<file path="src/rtl/hs_pkg.sv">
// ----------------------------------------------------------------------------
// hs_pkg
// Shared definitions for the four-phase handshake channel arbiter:
//   - hs_state_t   : handshake FSM state encoding
//   - HS_TIMEOUT_W : width of the REQ_HI timeout counter
//   - rr_pick()    : round-robin search of a pending vector
// ----------------------------------------------------------------------------
package hs_pkg;

    localparam int unsigned HS_TIMEOUT_W = 16;
    localparam int unsigned HS_MAX_REQ   = 16;

    typedef enum logic [1:0] {
        IDLE   = 2'd0,
        REQ_HI = 2'd1,
        REQ_LO = 2'd2
    } hs_state_t;

    // Returns the first set index of pending[n-1:0] searching upward from
    // ptr+1 and wrapping modulo n. Returns ptr when nothing is pending; the
    // caller qualifies the result with |pending.
    function automatic int unsigned rr_pick(input logic [HS_MAX_REQ-1:0] pending,
                                            input int unsigned           ptr,
                                            input int unsigned           n);
        int unsigned idx;
        int unsigned result;
        logic        found;
        result = ptr;
        found  = 1'b0;
        for (int unsigned k = 1; k <= HS_MAX_REQ; k++) begin
            if (k <= n) begin
                idx = ptr + k;
                if (idx >= n) begin
                    idx = idx - n;
                end
                if (!found && pending[idx]) begin
                    result = idx;
                    found  = 1'b1;
                end
            end
        end
        return result;
    endfunction

endpackage

</file>
<file path="src/rtl/cdc_sync_bit.sv">
// ----------------------------------------------------------------------------
// cdc_sync_bit
// Multi-flop synchroniser for a single asynchronous level.
// Ports:
//   clk_f : destination clock
//   rst   : synchronous, active-high reset (chain cleared to 0)
//   d     : asynchronous input level
//   q     : synchronised level (last flop of the chain)
// ----------------------------------------------------------------------------
module cdc_sync_bit #(
    parameter int unsigned STAGES = 2
) (
    input  logic clk_f,
    input  logic rst,
    input  logic d,
    output logic q
);

    logic [STAGES-1:0] chain;

    always_ff @(posedge clk_f) begin
        if (rst) begin
            chain <= '0;
        end else begin
            chain <= {chain[STAGES-2:0], d};
        end
    end

    assign q = chain[STAGES-1];

endmodule

</file>
<file path="src/rtl/hs_chan_arbiter.sv">
// ----------------------------------------------------------------------------
// hs_chan_arbiter
// Shares one four-phase req/ack crossing between N_REQ event sources.
// Events are latched as sticky pending bits, granted round-robin, and each
// grant runs a full return-to-zero handshake against the slow-domain ack.
// Ports:
//   clk_f       : fast clock (only clock of the block)
//   rst         : synchronous, active-high reset
//   evt_in      : per-requester single-cycle event pulses
//   req_out     : registered handshake request to the slow domain
//   id_out      : granted requester, stable while a handshake is in flight
//   ack_in      : asynchronous ack from the slow domain
//   busy        : high whenever the FSM is not IDLE
//   done        : one-cycle pulse when ack is seen high
//   done_id     : ID of the completed handshake, valid with done
//   ovf         : one-cycle pulse per requester when an event is dropped
//   timeout_err : one-cycle pulse when a handshake is aborted in REQ_HI
// ----------------------------------------------------------------------------
module hs_chan_arbiter
    import hs_pkg::*;
#(
    parameter int unsigned N_REQ       = 4,
    parameter int unsigned ID_W        = $clog2(N_REQ),
    parameter int unsigned SYNC_STAGES = 2,
    parameter int unsigned TIMEOUT     = 255
) (
    input  logic             clk_f,
    input  logic             rst,
    input  logic [N_REQ-1:0] evt_in,
    output logic             req_out,
    output logic [ID_W-1:0]  id_out,
    input  logic             ack_in,
    output logic             busy,
    output logic             done,
    output logic [ID_W-1:0]  done_id,
    output logic [N_REQ-1:0] ovf,
    output logic             timeout_err
);

    hs_state_t               state;
    logic [N_REQ-1:0]        pending;
    logic [ID_W-1:0]         ptr;
    logic [HS_TIMEOUT_W-1:0] cnt;
    logic                    ack_s;

    logic [HS_MAX_REQ-1:0]   pend_ext;
    logic                    grant_vld;
    logic [ID_W-1:0]         grant_id;
    logic [N_REQ-1:0]        grant_mask;

    cdc_sync_bit #(
        .STAGES (SYNC_STAGES)
    ) u_ack_sync (
        .clk_f (clk_f),
        .rst   (rst),
        .d     (ack_in),
        .q     (ack_s)
    );

    // Grant decision is purely a function of registered state.
    always_comb begin
        pend_ext              = '0;
        pend_ext[N_REQ-1:0]   = pending;
        grant_vld             = (state == IDLE) && (|pending);
        grant_id              = ID_W'(rr_pick(pend_ext, 32'(ptr), N_REQ));
        grant_mask            = '0;
        if (grant_vld) begin
            grant_mask = {{(N_REQ-1){1'b0}}, 1'b1} << grant_id;
        end
    end

    // An event on the grant cycle re-arms the bit (set wins, no overflow).
    always_ff @(posedge clk_f) begin
        if (rst) begin
            pending <= '0;
            ovf     <= '0;
        end else begin
            pending <= (pending & ~grant_mask) | evt_in;
            ovf     <= evt_in & pending & ~grant_mask;
        end
    end

    always_ff @(posedge clk_f) begin
        if (rst) begin
            state       <= IDLE;
            ptr         <= ID_W'(N_REQ - 1);
            cnt         <= '0;
            req_out     <= 1'b0;
            id_out      <= '0;
            busy        <= 1'b0;
            done        <= 1'b0;
            done_id     <= '0;
            timeout_err <= 1'b0;
        end else begin
            done        <= 1'b0;
            timeout_err <= 1'b0;
            case (state)
                IDLE: begin
                    if (grant_vld) begin
                        id_out  <= grant_id;
                        ptr     <= grant_id;
                        req_out <= 1'b1;
                        busy    <= 1'b1;
                        cnt     <= '0;
                        state   <= REQ_HI;
                    end
                end
                REQ_HI: begin
                    if (ack_s) begin
                        req_out <= 1'b0;
                        done    <= 1'b1;
                        done_id <= id_out;
                        cnt     <= '0;
                        state   <= REQ_LO;
                    end else if (cnt == HS_TIMEOUT_W'(TIMEOUT - 1)) begin
                        req_out     <= 1'b0;
                        timeout_err <= 1'b1;
                        cnt         <= '0;
                        state       <= REQ_LO;
                    end else begin
                        cnt <= cnt + 1'b1;
                    end
                end
                REQ_LO: begin
                    if (!ack_s) begin
                        busy  <= 1'b0;
                        state <= IDLE;
                    end
                end
                default: begin
                    req_out <= 1'b0;
                    busy    <= 1'b0;
                    state   <= IDLE;
                end
            endcase
        end
    end

endmodule

</file>
<file path="config.mk">
export PLATFORM = sky130hd
export DESIGN_NAME = hs_chan_arbiter
export DESIGN_NICKNAME = d
export VERILOG_FILES = /design/src/rtl/hs_pkg.sv /design/src/rtl/cdc_sync_bit.sv /design/src/rtl/hs_chan_arbiter.sv
export SDC_FILE = /design/constraint.sdc
export NUM_CORES = 1
export LEC_CHECK = 0
export ABC_AREA = 0
export ABC_CLOCK_PERIOD_IN_PS = 4300
export CAP_MARGIN = 20
export CORE_MARGIN = 2
export CORE_UTILIZATION = 67
export CTS_CLUSTER_SIZE = 24
export DETAILED_ROUTE_END_ITERATION = 12
export DONT_BUFFER_PORTS = 1
export GPL_TIMING_DRIVEN = 1
export PLACE_DENSITY_LB_ADDON = 0.1
export SETUP_SLACK_MARGIN = 0.05
export SLEW_MARGIN = 15
export SYNTH_ARGS = -nofsm -noshare
export SYNTH_HDL_FRONTEND = slang
export SYNTH_SLANG_ARGS = --single-unit
export TNS_END_PERCENT = 20
</file>
<file path="constraint.sdc">
create_clock -name clk_f -period 4.3 [get_ports clk_f]
set_input_delay 0.86 -clock clk_f [delete_from_list [all_inputs] [get_ports clk_f]]
set_output_delay 0.86 -clock clk_f [all_outputs]
set_load 0.05 [all_outputs]
</file>
==> flow_metrics.tcl <==
set metrics [dict create \
    max_freq_mhz 376.2 \
    tightest_slew_ps 651.6 \
    worstSetupPathType "flip-flop to flip-flop" \
    grt_use_total_pct 25.73 \
    switching_share_pct 41.72 \
    min-delay-start "u_ack_sync.chain[0]$_SDFF_PP0_" \
    cts.htree.levels 2 \
    area.sequential_um2 760.7 \
    numCtsBuffers 5 \
    power.internal_mw 0.8614 \
    ctsHoldBuffers 0 \
    drc 0 \
    clkTransAtPathRegs_ps 110 \
    worstSkewPairLatency_ps 350 \
    io-pin-count 19 \
    synthTopCellsByArea "dfxtp_1 (40%), nor2_1 (5.5%), ha_1 (4.6%)" \
    placed_area_um2 1902 \
    antenna_cells 0 \
    clkPwrFrac_pct 21.4 \
    whs_ps 449.7 \
    combPwrFrac_pct 40.9 \
    hp-class "flip-flop to flip-flop" \
    clock-sinks 38 \
    die_w_um 57.32 \
    p_seq_share_pct 37.8 \
    drt_iter0_drc 93 \
    antenna_found_initial 0 \
    root_buffer "clkbuf_4" \
    grt_pass1_wl_um 6410 \
    syn_to_final_growth_pct 5.716 \
    yosysSeqAreaShare_pct 39.95 \
    multi_input_area_um2 1065 \
    start_util_pct 69.66 \
    status "completed" \
    routed_via_density 6.293 \
    drt_wl_total_um 3684 \
    p_leak_nw 0.7356 \
    rsz0062_at_grt "no" \
    post_cts_buffers 0 \
    fin_tns_setup_ps 0 \
    cts_tree "yes" \
    finalHoldViolCount 0 \
    synthTopCellsByCount "dfxtp_1 (38), nor2_1 (28), nand2_1 (20)" \
    dp_hpwl_um 2685 \
    ctsResizeCount 0 \
    synth_edf_count 0 \
    synthCells 210 \
    synthArstFlopShare_pct 0 \
    powerDensity_nw_per_um2 734.2 \
    finalSetupViolations 0 \
    nets 224 \
    synth_warnings 0 \
    die_h_um 57.32 \
    post-route-min-period_ps 2658 \
    crit_path_end_kind "flip-flop" \
    worstPathArrival_ps 2890 \
    fp.dieArea_um2 3285 \
    syn-mean-instance-area_um2 9.068 \
    firstDrtPassIters 4 \
    r2r_start "ptr[0]$_SDFFE_PP1P_" \
    wire_per_inst_um 15.22 \
    overflow 0 \
    synthDominantCellAreaShare_pct 39.95 \
    crit_required_ps 4530 \
    design_area_um2 2013 \
    grt_max_degree 21 \
    synth_cell_types 49 \
    port_buffers 0 \
    drive_gt1_share_pct 9.479 \
    ys_seq_elements 38 \
    place_congestion 0.8658 \
    syn_nets 224 \
    ys.flop_type "dfxtp_1" \
    critPathLaunch "ptr[0]$_SDFFE_PP1P_" \
    finClkSkew_ps 4.577 \
    startpoint_type "flip-flop" \
    maxCapViolCount 0 \
    synth_area_leader_cell "dfxtp_1" \
    num_vias 1523 \
    grt_pass1_vias 1459 \
    ant_nets 0 \
    netlist_area_um2 1904 \
    p_sw_mw 0.6167 \
    clock_path_buffers 2 \
    yosysMostFrequentCell "dfxtp_1" \
    num_rows 19 \
    floorplan.core_area_um2 2734 \
    report.final.slew_viol_count 0 \
    slew_headroom_pct 56.20 \
    peakVddDrop_v 0.0008526 \
    crit_fanout 11 \
    period_share_pct 61.82 \
    fillers 196 \
]
## worst paths after layout
path,cells past startpoint,slack [ps],end
setup / recovery,7,1640,pending[0]$_SDFF_PP0_
hold / removal,1,450,u_ack_sync.chain[1]$_SDFF_PP0_
setup reg to reg,7,1640,pending[0]$_SDFF_PP0_
hold reg to reg,1,450,u_ack_sync.chain[1]$_SDFF_PP0_
## worst max-delay path, stage by stage (launching register included)
cell and delay, ps:
dfxtp_1 650, inv_1 170, ha_1 370, a21bo_2 230, a2bb2oi_1 210, a2bb2oi_2 270
mux2i_1 490, o21bai_1 160
## sequential cells by signal, indices dropped and copies added (netlist names)
register          cells
state                 2
ovf                   4
done                  1
id_out                2
req_out               1
busy                  1
cnt                  16
ptr                   2
u_ack_sync.chain      2
done_id               2
timeout_err           1
pending               4
## final cells by class
type                            instances  area share, %
Inverter                               10          1.865
Clock inverter                          2          2.983
Clock buffer                            6          2.548
Multi-Input combinational cell        155          52.89
Sequential cell                        38          37.79
Tap cell                               31          1.927
## through the flow
step | cells | util, % | power, mW | worst slack [ps]
global route | 242 | 73.64 | 1.571 | 1492
finish | 242 | 73.64 | 1.478 | 1642
detailed placement | 234 | 69.57 | 1.161 | 1673
CTS | 242 | 73.64 | 1.481 | 1645
global placement | 234 | 69.57 | 1.122 | 1852
floorplan | 210 | - | 1.055 | 2155
## layer usage
metal / vias up / track usage [%] / wire (µm)
li1: 747 / - / -
met1: 728 / 32.37 / 1593
met2: 41 / 39.41 / 1771
met3: 7 / 10.20 / 241
met4: 0 / 10.96 / 78
met5: - / 0 / 0
## placed cells by master, fill, tap and decap left out, drive strengths merged, types with 2 or more instances in the layout
master / count
nand3: 8
dfxtp: 38
nor2: 28
a22oi: 2
o21ai: 4
a21oi: 9
a211oi: 7
and3: 3
o32ai: 2
nand2: 20
nor4: 2
ha: 7
mux2i: 4
a2bb2oi: 3
nand4: 6
nor2b: 3
nor3: 7
bufinv: 2
xor2: 9
clkbuf: 6
inv: 10
xnor2: 6
o21bai: 2
o22ai: 2
mux2: 2
## power groups by stage
stage                     registers, mW  logic [mW]  clock network [mW]
after floorplan                   0.534       0.521                   0
after global placement            0.562       0.560                   0
after detailed placement          0.566       0.594                   0
after CTS                         0.558       0.599               0.324
after global routing              0.571       0.664               0.336
final                             0.558       0.604               0.316
## logic make-up (layout without fill, tap and decap cells)
group,after synthesis,count (layout),share of synthesized area (%)
AO/OA/AOI/OAI,43,43,18.00
XOR/XNOR,15,15,6.899
flip-flops,38,38,39.95
adder cells (fa/ha/maj),7,7,4.599
buffers and inverters,17,18,4.140
AND/OR/NAND/NOR,83,83,20.89
multiplexers,7,7,5.519
Note: power is estimated with default switching activity, not from simulation.
